### config.mk
export PLATFORM = sky130hd
export DESIGN_NAME = zmips_wb_arb
export DESIGN_NICKNAME = d
export VERILOG_FILES = /design/src/rtl/zmips_pkg.sv /design/src/rtl/zmips_wb_fifo.sv /design/src/rtl/zmips_wb_arb.sv
export SDC_FILE = /design/constraint.sdc
export NUM_CORES = 1
export LEC_CHECK = 0
export BUFFER_PORTS_ARGS = -buffer_cell sky130_fd_sc_hd__buf_2
export CAP_MARGIN = 25
export CELL_PAD_IN_SITES_DETAIL_PLACEMENT = 2
export CELL_PAD_IN_SITES_GLOBAL_PLACEMENT = 2
export CORE_ASPECT_RATIO = 0.7
export CORE_MARGIN = 10
export CORE_UTILIZATION = 41
export DETAILED_ROUTE_END_ITERATION = 12
export PLACE_DENSITY = 0.78
export SLEW_MARGIN = 5
export SYNTH_ARGS = -nofsm -noshare
export SYNTH_HDL_FRONTEND = slang
export SYNTH_SLANG_ARGS = --single-unit
export TNS_END_PERCENT = 10
### constraint.sdc
create_clock -name clk -period 3.2 [get_ports clk]
set_input_delay 0.16 -clock clk [delete_from_list [all_inputs] [get_ports clk]]
set_output_delay 0.16 -clock clk [all_outputs]
set_load 0.1 [all_outputs]
### src/rtl/zmips_pkg.sv
// Shared ZMIPS definitions: register-file geometry, reserved register
// numbers and the write-source record used by the writeback arbiter.
package zmips_pkg;

  localparam int REG_ADDR_W       = 5;
  localparam int DATA_W           = 32;
  localparam int WB_DEPTH_DEFAULT = 4;

  localparam logic [REG_ADDR_W-1:0] REG_PCSAVE = 5'd30;
  localparam logic [REG_ADDR_W-1:0] REG_PC     = 5'd31;

  typedef struct packed {
    logic                  vld;
    logic [REG_ADDR_W-1:0] addr;
    logic [DATA_W-1:0]     data;
  } wb_src_t;

  // PC-save and PC live outside the register file and are never written here.
  function automatic logic is_nonwritable(input logic [REG_ADDR_W-1:0] addr);
    return (addr == REG_PCSAVE) || (addr == REG_PC);
  endfunction

endpackage

### src/rtl/zmips_wb_fifo.sv
// Load-result queue for the writeback arbiter: circular buffer with
// per-entry valid bits, kill-by-address and hazard address matching.
module zmips_wb_fifo
  import zmips_pkg::*;
#(
  parameter int DEPTH = WB_DEPTH_DEFAULT
) (
  input  logic                  clk,
  input  logic                  rst,
  input  logic                  push,
  input  logic                  push_vld,
  input  logic [REG_ADDR_W-1:0] push_addr,
  input  logic [DATA_W-1:0]     push_data,
  input  logic                  pop,
  input  logic                  kill_en,
  input  logic [REG_ADDR_W-1:0] kill_addr,
  input  logic [REG_ADDR_W-1:0] chk_addr_0,
  input  logic [REG_ADDR_W-1:0] chk_addr_1,
  output logic                  full,
  output logic                  empty,
  output wb_src_t               head,
  output logic                  match_0,
  output logic                  match_1
);

  localparam int PTR_W = $clog2(DEPTH);
  localparam int CNT_W = $clog2(DEPTH + 1);

  logic [PTR_W-1:0]      wr_ptr_r;
  logic [PTR_W-1:0]      rd_ptr_r;
  logic [CNT_W-1:0]      count_r;
  logic [DEPTH-1:0]      vld_r;
  logic [DEPTH-1:0]      vld_nxt_s;
  logic [REG_ADDR_W-1:0] addr_r [DEPTH];
  logic [DATA_W-1:0]     data_r [DEPTH];
  logic                  do_push_s;
  logic                  do_pop_s;

  assign full      = (count_r == CNT_W'(DEPTH));
  assign empty     = (count_r == CNT_W'(0));
  assign do_push_s = push && !full;
  assign do_pop_s  = pop && !empty;

  assign head.vld  = vld_r[rd_ptr_r];
  assign head.addr = addr_r[rd_ptr_r];
  assign head.data = data_r[rd_ptr_r];

  // Next valid vector: kill matching entries, retire the popped slot, mark the pushed slot.
  // Popped slots are cleared so that a valid bit always implies an occupied entry.
  always_comb begin
    vld_nxt_s = vld_r;
    for (int i = 0; i < DEPTH; i++) begin
      if (kill_en && vld_r[i] && (addr_r[i] == kill_addr)) begin
        vld_nxt_s[i] = 1'b0;
      end else begin
        vld_nxt_s[i] = vld_nxt_s[i];
      end
    end
    if (do_pop_s) begin
      vld_nxt_s[rd_ptr_r] = 1'b0;
    end else begin
      vld_nxt_s = vld_nxt_s;
    end
    if (do_push_s) begin
      vld_nxt_s[wr_ptr_r] = push_vld;
    end else begin
      vld_nxt_s = vld_nxt_s;
    end
  end

  // Hazard address match against live (valid) entries only.
  always_comb begin
    match_0 = 1'b0;
    match_1 = 1'b0;
    for (int i = 0; i < DEPTH; i++) begin
      if (vld_r[i] && (addr_r[i] == chk_addr_0)) begin
        match_0 = 1'b1;
      end else begin
        match_0 = match_0;
      end
      if (vld_r[i] && (addr_r[i] == chk_addr_1)) begin
        match_1 = 1'b1;
      end else begin
        match_1 = match_1;
      end
    end
  end

  // Pointers, occupancy and valid bits.
  always_ff @(posedge clk) begin
    if (rst) begin
      wr_ptr_r <= PTR_W'(0);
      rd_ptr_r <= PTR_W'(0);
      count_r  <= CNT_W'(0);
      vld_r    <= DEPTH'(0);
    end else begin
      vld_r <= vld_nxt_s;
      if (do_push_s) begin
        wr_ptr_r <= wr_ptr_r + PTR_W'(1);
      end
      if (do_pop_s) begin
        rd_ptr_r <= rd_ptr_r + PTR_W'(1);
      end
      case ({do_push_s, do_pop_s})
        2'b10:   count_r <= count_r + CNT_W'(1);
        2'b01:   count_r <= count_r - CNT_W'(1);
        default: count_r <= count_r;
      endcase
    end
  end

  // Entry payload; contents are qualified by the valid bits, so no reset needed.
  always_ff @(posedge clk) begin
    if (do_push_s) begin
      addr_r[wr_ptr_r] <= push_addr;
      data_r[wr_ptr_r] <= push_data;
    end
  end

endmodule

### src/rtl/zmips_wb_arb.sv
// ZMIPS register-file writeback arbiter: ALU results take priority over
// queued load results; PC registers are filtered; hazards exported to decode.
module zmips_wb_arb
  import zmips_pkg::*;
#(
  parameter int WB_DEPTH = WB_DEPTH_DEFAULT
) (
  input  logic                  clk,
  input  logic                  rst,
  input  logic                  alu_vld,
  input  logic [REG_ADDR_W-1:0] alu_addr,
  input  logic [DATA_W-1:0]     alu_data,
  input  logic                  ld_vld,
  input  logic [REG_ADDR_W-1:0] ld_addr,
  input  logic [DATA_W-1:0]     ld_data,
  output logic                  ld_rdy,
  output logic                  wr,
  output logic [REG_ADDR_W-1:0] wr_addr,
  output logic [DATA_W-1:0]     wr_data,
  input  logic [REG_ADDR_W-1:0] chk_addr_0,
  input  logic [REG_ADDR_W-1:0] chk_addr_1,
  output logic                  hazard_0,
  output logic                  hazard_1
);

  logic                  fifo_full_s;
  logic                  fifo_empty_s;
  logic                  push_s;
  logic                  push_vld_s;
  logic                  pop_s;
  logic                  kill_en_s;
  logic                  match_0_s;
  logic                  match_1_s;
  logic                  wr_nxt_s;
  wb_src_t               head_s;
  wb_src_t               sel_s;
  logic                  wr_r;
  logic [REG_ADDR_W-1:0] wr_addr_r;
  logic [DATA_W-1:0]     wr_data_r;

  assign ld_rdy    = !fifo_full_s && !rst;
  assign push_s    = ld_vld && ld_rdy;
  assign pop_s     = !alu_vld && !fifo_empty_s && !rst;
  assign kill_en_s = alu_vld && !rst;
  // A load colliding with the current ALU write is older, so it enters already dead.
  assign push_vld_s = !(alu_vld && (ld_addr == alu_addr));

  zmips_wb_fifo #(
    .DEPTH (WB_DEPTH)
  ) u_fifo (
    .clk        (clk),
    .rst        (rst),
    .push       (push_s),
    .push_vld   (push_vld_s),
    .push_addr  (ld_addr),
    .push_data  (ld_data),
    .pop        (pop_s),
    .kill_en    (kill_en_s),
    .kill_addr  (alu_addr),
    .chk_addr_0 (chk_addr_0),
    .chk_addr_1 (chk_addr_1),
    .full       (fifo_full_s),
    .empty      (fifo_empty_s),
    .head       (head_s),
    .match_0    (match_0_s),
    .match_1    (match_1_s)
  );

  // Source select: ALU strictly first, then queue head, else idle.
  always_comb begin
    sel_s = '0;
    if (alu_vld) begin
      sel_s.vld  = 1'b1;
      sel_s.addr = alu_addr;
      sel_s.data = alu_data;
    end else if (!fifo_empty_s) begin
      sel_s = head_s;
    end else begin
      sel_s = '0;
    end
    wr_nxt_s = sel_s.vld && !is_nonwritable(sel_s.addr);
  end

  // Output register; address and data only move when a write actually issues.
  always_ff @(posedge clk) begin
    if (rst) begin
      wr_r      <= 1'b0;
      wr_addr_r <= REG_ADDR_W'(0);
      wr_data_r <= DATA_W'(0);
    end else begin
      wr_r <= wr_nxt_s;
      if (wr_nxt_s) begin
        wr_addr_r <= sel_s.addr;
        wr_data_r <= sel_s.data;
      end
    end
  end

  assign wr      = wr_r;
  assign wr_addr = wr_addr_r;
  assign wr_data = wr_data_r;

  // Hazard: live queued write or the write currently being retired; PC registers never stall.
  always_comb begin
    hazard_0 = 1'b0;
    hazard_1 = 1'b0;
    if (is_nonwritable(chk_addr_0)) begin
      hazard_0 = 1'b0;
    end else begin
      hazard_0 = match_0_s || (wr_r && (wr_addr_r == chk_addr_0));
    end
    if (is_nonwritable(chk_addr_1)) begin
      hazard_1 = 1'b0;
    end else begin
      hazard_1 = match_1_s || (wr_r && (wr_addr_r == chk_addr_1));
    end
  end

endmodule
Word-level counts from Yosys, hierarchy flattened
Memories as Yosys holds them, arrays and structs flattened. A register that Yosys moved wholly into a read port is not among the register bits.
Index checks and enable logic that the tools add are counted.
{ "classes": {"n_bitwise": 2, "eq_ne": 24, "order_cmp": 4, "mux": 32, "n_reduce_logical": 42, "n_addsub": 4} }
{ "op_table": {"columns": ["cell", "n"], "rows": [
  ["38-bit two-way mux", 2],
  ["5-bit == test", 15],
  ["5-bit == test (second input constant)", 6],
  ["1-bit logical AND", 29],
  ["1-bit two-way mux", 19],
  ["2-bit two-way mux", 4],
  ["4-bit two-way mux", 2],
  ["1-bit logical NOT", 6],
  ["2-bit by 3-bit < comparator with 1-bit output (second input constant)", 2],
  ["3-bit one-hot mux with 2 select lines", 1],
  ["1-bit logical OR", 5],
  ["2-bit by 1-bit adder with 2-bit output (second input constant)", 2],
  ["4-bit bitwise AND", 1],
  ["4-bit bitwise mux", 1],
  ["1-bit demux with 2-bit select", 2],
  ["2-bit by 1-bit greater-or-equal comparator with 1-bit output (second input constant)", 2],
  ["4-bit inverter", 1],
  ["3-bit by 1-bit adder with 3-bit output (second input constant)", 1],
  ["3-bit == test (second input constant)", 1],
  ["3-bit logical NOT", 1],
  ["3-bit by 1-bit subtractor with 3-bit output (second input constant)", 1],
  ["1-bit binary-select mux with 2-bit select", 1],
  ["2-bit by 1-bit == test with 1-bit output (second input constant)", 1],
  ["2-bit == test (second input constant)", 1],
  ["2-bit nonzero test", 1]
]} }
{ "word_totals": {"ram_bits": 148, "in_bits": 88, "elab_cells": 117, "out_inout_bits": 41, "ff_bits": 49, "n_memories": 2} }
{ "mem_list": {"columns": ["name", "depth", "width", "rd", "rd_ports_with_merged_regs", "write_ports", "line", "rtl"], "rows": [
  ["u_fifo.data_r", 4, 32, 1, 1, 1, "zmips_wb_fifo.sv:35", "logic [DATA_W-1:0] data_r [DEPTH];"],
  ["u_fifo.addr_r", 4, 5, 5, 1, 1, "zmips_wb_fifo.sv:34", "logic [REG_ADDR_W-1:0] addr_r [DEPTH];"]
]} }

Longest topological paths before layout
{ "depth": {"depth_word": 9, "depth_mapped": 10, "depth_no_buf": 9} }

Hierarchy
A second synthesis with hierarchy kept.
{ "hier_totals": {"cells_unflattened": 573, "hier_area_um2": 8764.7} }
{ "modules_own_cells": {"columns": ["module", "instances", "cells_per_inst", "seq_area_each_um2", "area_per_inst_um2"], "rows": [
  ["zmips_wb_fifo", 1, 359, 4704.5, 6760.2],
  ["zmips_wb_arb", 1, 214, 760.7, 2004.4]
]} }

Worst setup path after synthesis
OpenSTA, ideal clock, no wires.
{ "synth_path": {"path_kind": "flip-flop to output port", "startpoint": "register wr_addr_r[0] (netlist: wr_addr[0])", "endpoint": "output hazard_0", "path_stages_with_launch": 6, "path_slack_ns": -0.132, "arrival_time_ns": 3.172, "path_buffers": 0, "t_required_ns": 3.040, "cell_sequence": "dfxtp_1 -> xor2_1 -> nor4_1 -> nand3_1 -> and3_1 -> a31oi_1"} }
{ "synth_via": {"elab_chain_cells": 4} }
{ "synth_rtl": {"columns": ["element", "line", "rtl"], "rows": [
  ["start: declaration", "zmips_wb_arb.sv:38", "logic [REG_ADDR_W-1:0] wr_addr_r;"],
  ["start signal: assignment", "zmips_wb_arb.sv:93", "wr_addr_r <= sel_s.addr;"],
  ["5-bit == test", "zmips_wb_arb.sv:110", "hazard_0 = match_0_s || (wr_r && (wr_addr_r == chk_addr_0));"],
  ["1-bit logical AND", "zmips_wb_arb.sv:110", null],
  ["1-bit logical OR", "zmips_wb_arb.sv:110", null],
  ["1-bit two-way mux", "zmips_wb_arb.sv:107", "if (is_nonwritable(chk_addr_0)) begin"],
  ["end: declaration", "zmips_wb_arb.sv:22", "output logic hazard_0,"]
]} }
No other way between the ends.

==> summary.txt <==
Outcome
  – Run status: completed

Floorplan
  – Total die area: 27750 µm²
  – DIE WIDTH: 194.9 µm
  – Site row count: 44
  – Die Ht: 142.4 µm
  – Top-Level Pins: 129
  – Initial Util: 0.4206
  – Core ar.: 20870 µm²

Detailed routing
  – Routed vias: 5708
  – Drt drc: 0
  – Detail Route Antenna Nets: 0
  – WL per Instance: 26.80 µm
  – First-pass detailed-route iteration total: 4
  – Starting DRC count in detailed routing: 298
  – DRT Wirelength: 27.31 mm
  – Via density: 5.602

Worst setup path
  – Max Fanout on Critical Path: 4
  – Worst EP arrival: 2390 ps
  – Data required, critical path: 3040 ps
  – CP Class: register to output port
  – Crit path capture type: output port
  – R2r setup slk: 680 ps
  – CP Launch Type: register

Synth
  – Main combinational cell family by area after synthesis: compound AO/OA/AOI/OAI gates
  – Post-synthesis adder-cell area fraction: 0.01511
  – EDFF count, synth: 148
  – Compound-cell area share of the yosys netlist: 0.1002
  – Synth Instances: 578
  – Post-Syn Nets: 676
  – Register bit total from synthesis: 199
  – Mux contribution to synthesized area: 0.09723
  – Synth Flop Type: edfxtp_1
  – Synth Area in XOR/XNOR: 0.07884
  – Distinct cells, synth: 41
  – Ys Warns: 0
  – Simple-gate share of the synthesized area: 0.05518
  – Synth async-reset ratio: 0
  – Mapped Area: 8776 µm²
  – Register area share after synthesis: 0.6228
  – Synth Area per Inst: 15.18 µm²

Cells and area
  – Multi-input logic area: 3060 µm²
  – Share of layout cells above drive strength 1: 0.3459
  – Most frequent cells in the layout: 148 x edfxtp_1, 129 x buf_2, 62 x xor2_1
  – Final #Nets: 828
  – Register area: 5468 µm²
  – Area Overhead vs Synth: 20.89%
  – Fillcell total: 1949
  – Ant diodes: 0
  – Commonest non-fill, non-tap cell in the layout: edfxtp_1

Clocking
  – # H-tree levels: 4
  – Post CTS Setup Buffer Count: 0
  – CTS tree: yes
  – Clk buf depth: 2
  – Clk sinks: 199
  – Total CTS buffers: 17
  – Clk root buf: clkbuf_16
  – CTS clk-pin slew, worst paths: 70 ps
  – Post_cts resized: 0
  – Clk_lat worst skew: 450 ps

Timing
  – Setup TNS: 0 ps
  – RSZ-0062 raised after global routing: false
  – Final Skew: 21.60 ps
  – Slew margin rel.: 0.4227
  – Slew Limit Fails: 0
  – Final setup fails: 0
  – Crit share post-route: 0.7974
  – Fin. Hold Viols: 0
  – Final setup margin: 648.3 ps
  – Worst slew pin tran: 865.9 ps
  – Fmax: 391.9 MHz
  – Final Critical Period: 2552 ps

Pwr
  – Tot Pwr: 6266 µW
  – Power density over the cells: 590.6 nW/µm²
  – Worst VDD drop: 0.4084 mV
  – Leakage: 0.003741 µW

Placement
  – Placer Congestion: 0.8701
  – PortBufs: 128
  – Hpwl dp: 19.00 mm
  – Pre-CTS setup slack: 543.7 ps

GRT
  – GRT Overall Usage: 0.1972
  – Vias in the first global route: 6603
  – First-pass GRT wire length: 41.97 mm
  – Antenna violations before repair: 2
  – Largest net degree at the start of global routing: 53
  – Total gr overflow: 0

Min path
  – HP Class: input port to register

Flow run
  – Total of max-cap violations: 0
## routing by layer
| layer | GRT usage | wire length [µm] |
|---|---|---|
| met1 | 0.2532 | 11730 |
| met2 | 0.3345 | 13550 |
| met4 | 0.04527 | 268 |
| met3 | 0.04426 | 1731 |
| met5 | 0 | 27 |
## worst paths after layout
kind                            start             endpoint  depth (start not counted)
setup / recovery  u_fifo.addr_r[0][3]             hazard_1                          6
hold / removal             ld_addr[4]  u_fifo.addr_r[2][4]                          1
setup reg to reg  u_fifo.addr_r[2][3]           wr_data[5]                          6
hold reg to reg            wr_data[1]           wr_data[1]                          2
## where the power goes
group          total [µW]  leakage (µW)  internal, µW  switching, µW
Clock                2090      0.000272          1050           1040
Sequential           2980       0.00177          2890           88.4
Combinational        1200       0.00170           379            824
## cells by family after synthesis
group                      Yosys count
adders and majority gates           10
xor gates and xnor gates            79
DFF                                199
muxes                               39
buffers and inverters               59
and+or+nand+nor                     98
AOI/OAI and AO/OA                   94
## state kept, by name, indices dropped and copies added (netlist names), named ones only
register         count
wr_addr              5
u_fifo.data_r      128
u_fifo.count_r       3
u_fifo.wr_ptr_r      2
u_fifo.vld_r         4
wr_data             32
u_fifo.addr_r       20
u_fifo.rd_ptr_r      2
wr                   1
## worst max-delay path, cell delays in order (launching register included)
cell and delay (ps):
edfxtp_1 480, xor2_1 210, nor4_1 310, nand3_1 140, and3_1 220, a31oi_1 150
buf_2 450
## final cells by class
type,count,area share
Inverter,13,0.004600
Timing Repair Buffer,179,0.1059
Clock inverter,12,0.01097
Tap cell,276,0.03255
Multi-Input combinational cell,320,0.2885
Clock buffer,20,0.04210
Sequential cell,199,0.5154
## metrics by stage
step	std cells	hold slack [ps]	utilization	area, µm²
final	1019	40.59	0.5085	10610
after global placement	949	370.0	0.4630	9661
after detailed placement	950	381.9	0.4640	9681
after CTS	1018	29.94	0.5082	10600
after floorplan	578	258.9	-	8782
after global routing	1019	32.97	0.5085	10610
## synth_stat cells, drive strengths merged (2+ instances only)
cell      n  share of area
inv      13         0.0056
mux2i     2         0.0023
nand2b    2         0.0014
nor4     15          0.011
buf      15          0.012
edfxtp  148           0.51
ha        9          0.013
xor2     62          0.062
a211oi   34          0.048
xnor2    17          0.017
and3      2         0.0014
mux4     37          0.095
clkbuf   31          0.013
nor2b     2         0.0014
and2      5         0.0036
a21oi    12         0.0068
nand3b    4         0.0034
o221a     3         0.0038
a22oi    33          0.028
a31oi     2         0.0014
dfxtp    51           0.12
a32oi     5         0.0071
nor3      2         0.0011
and4      2         0.0020
nand3    11         0.0063
nand2     6         0.0026
nor2     44          0.019
## timing repair
action / in CTS / in global routing
endpoints found under the setup margin: 0 / 0
hold buffers: 36 / 0
endpoints found under the hold margin: 144 / 0
Note: power is estimated with default switching activity, not from simulation.
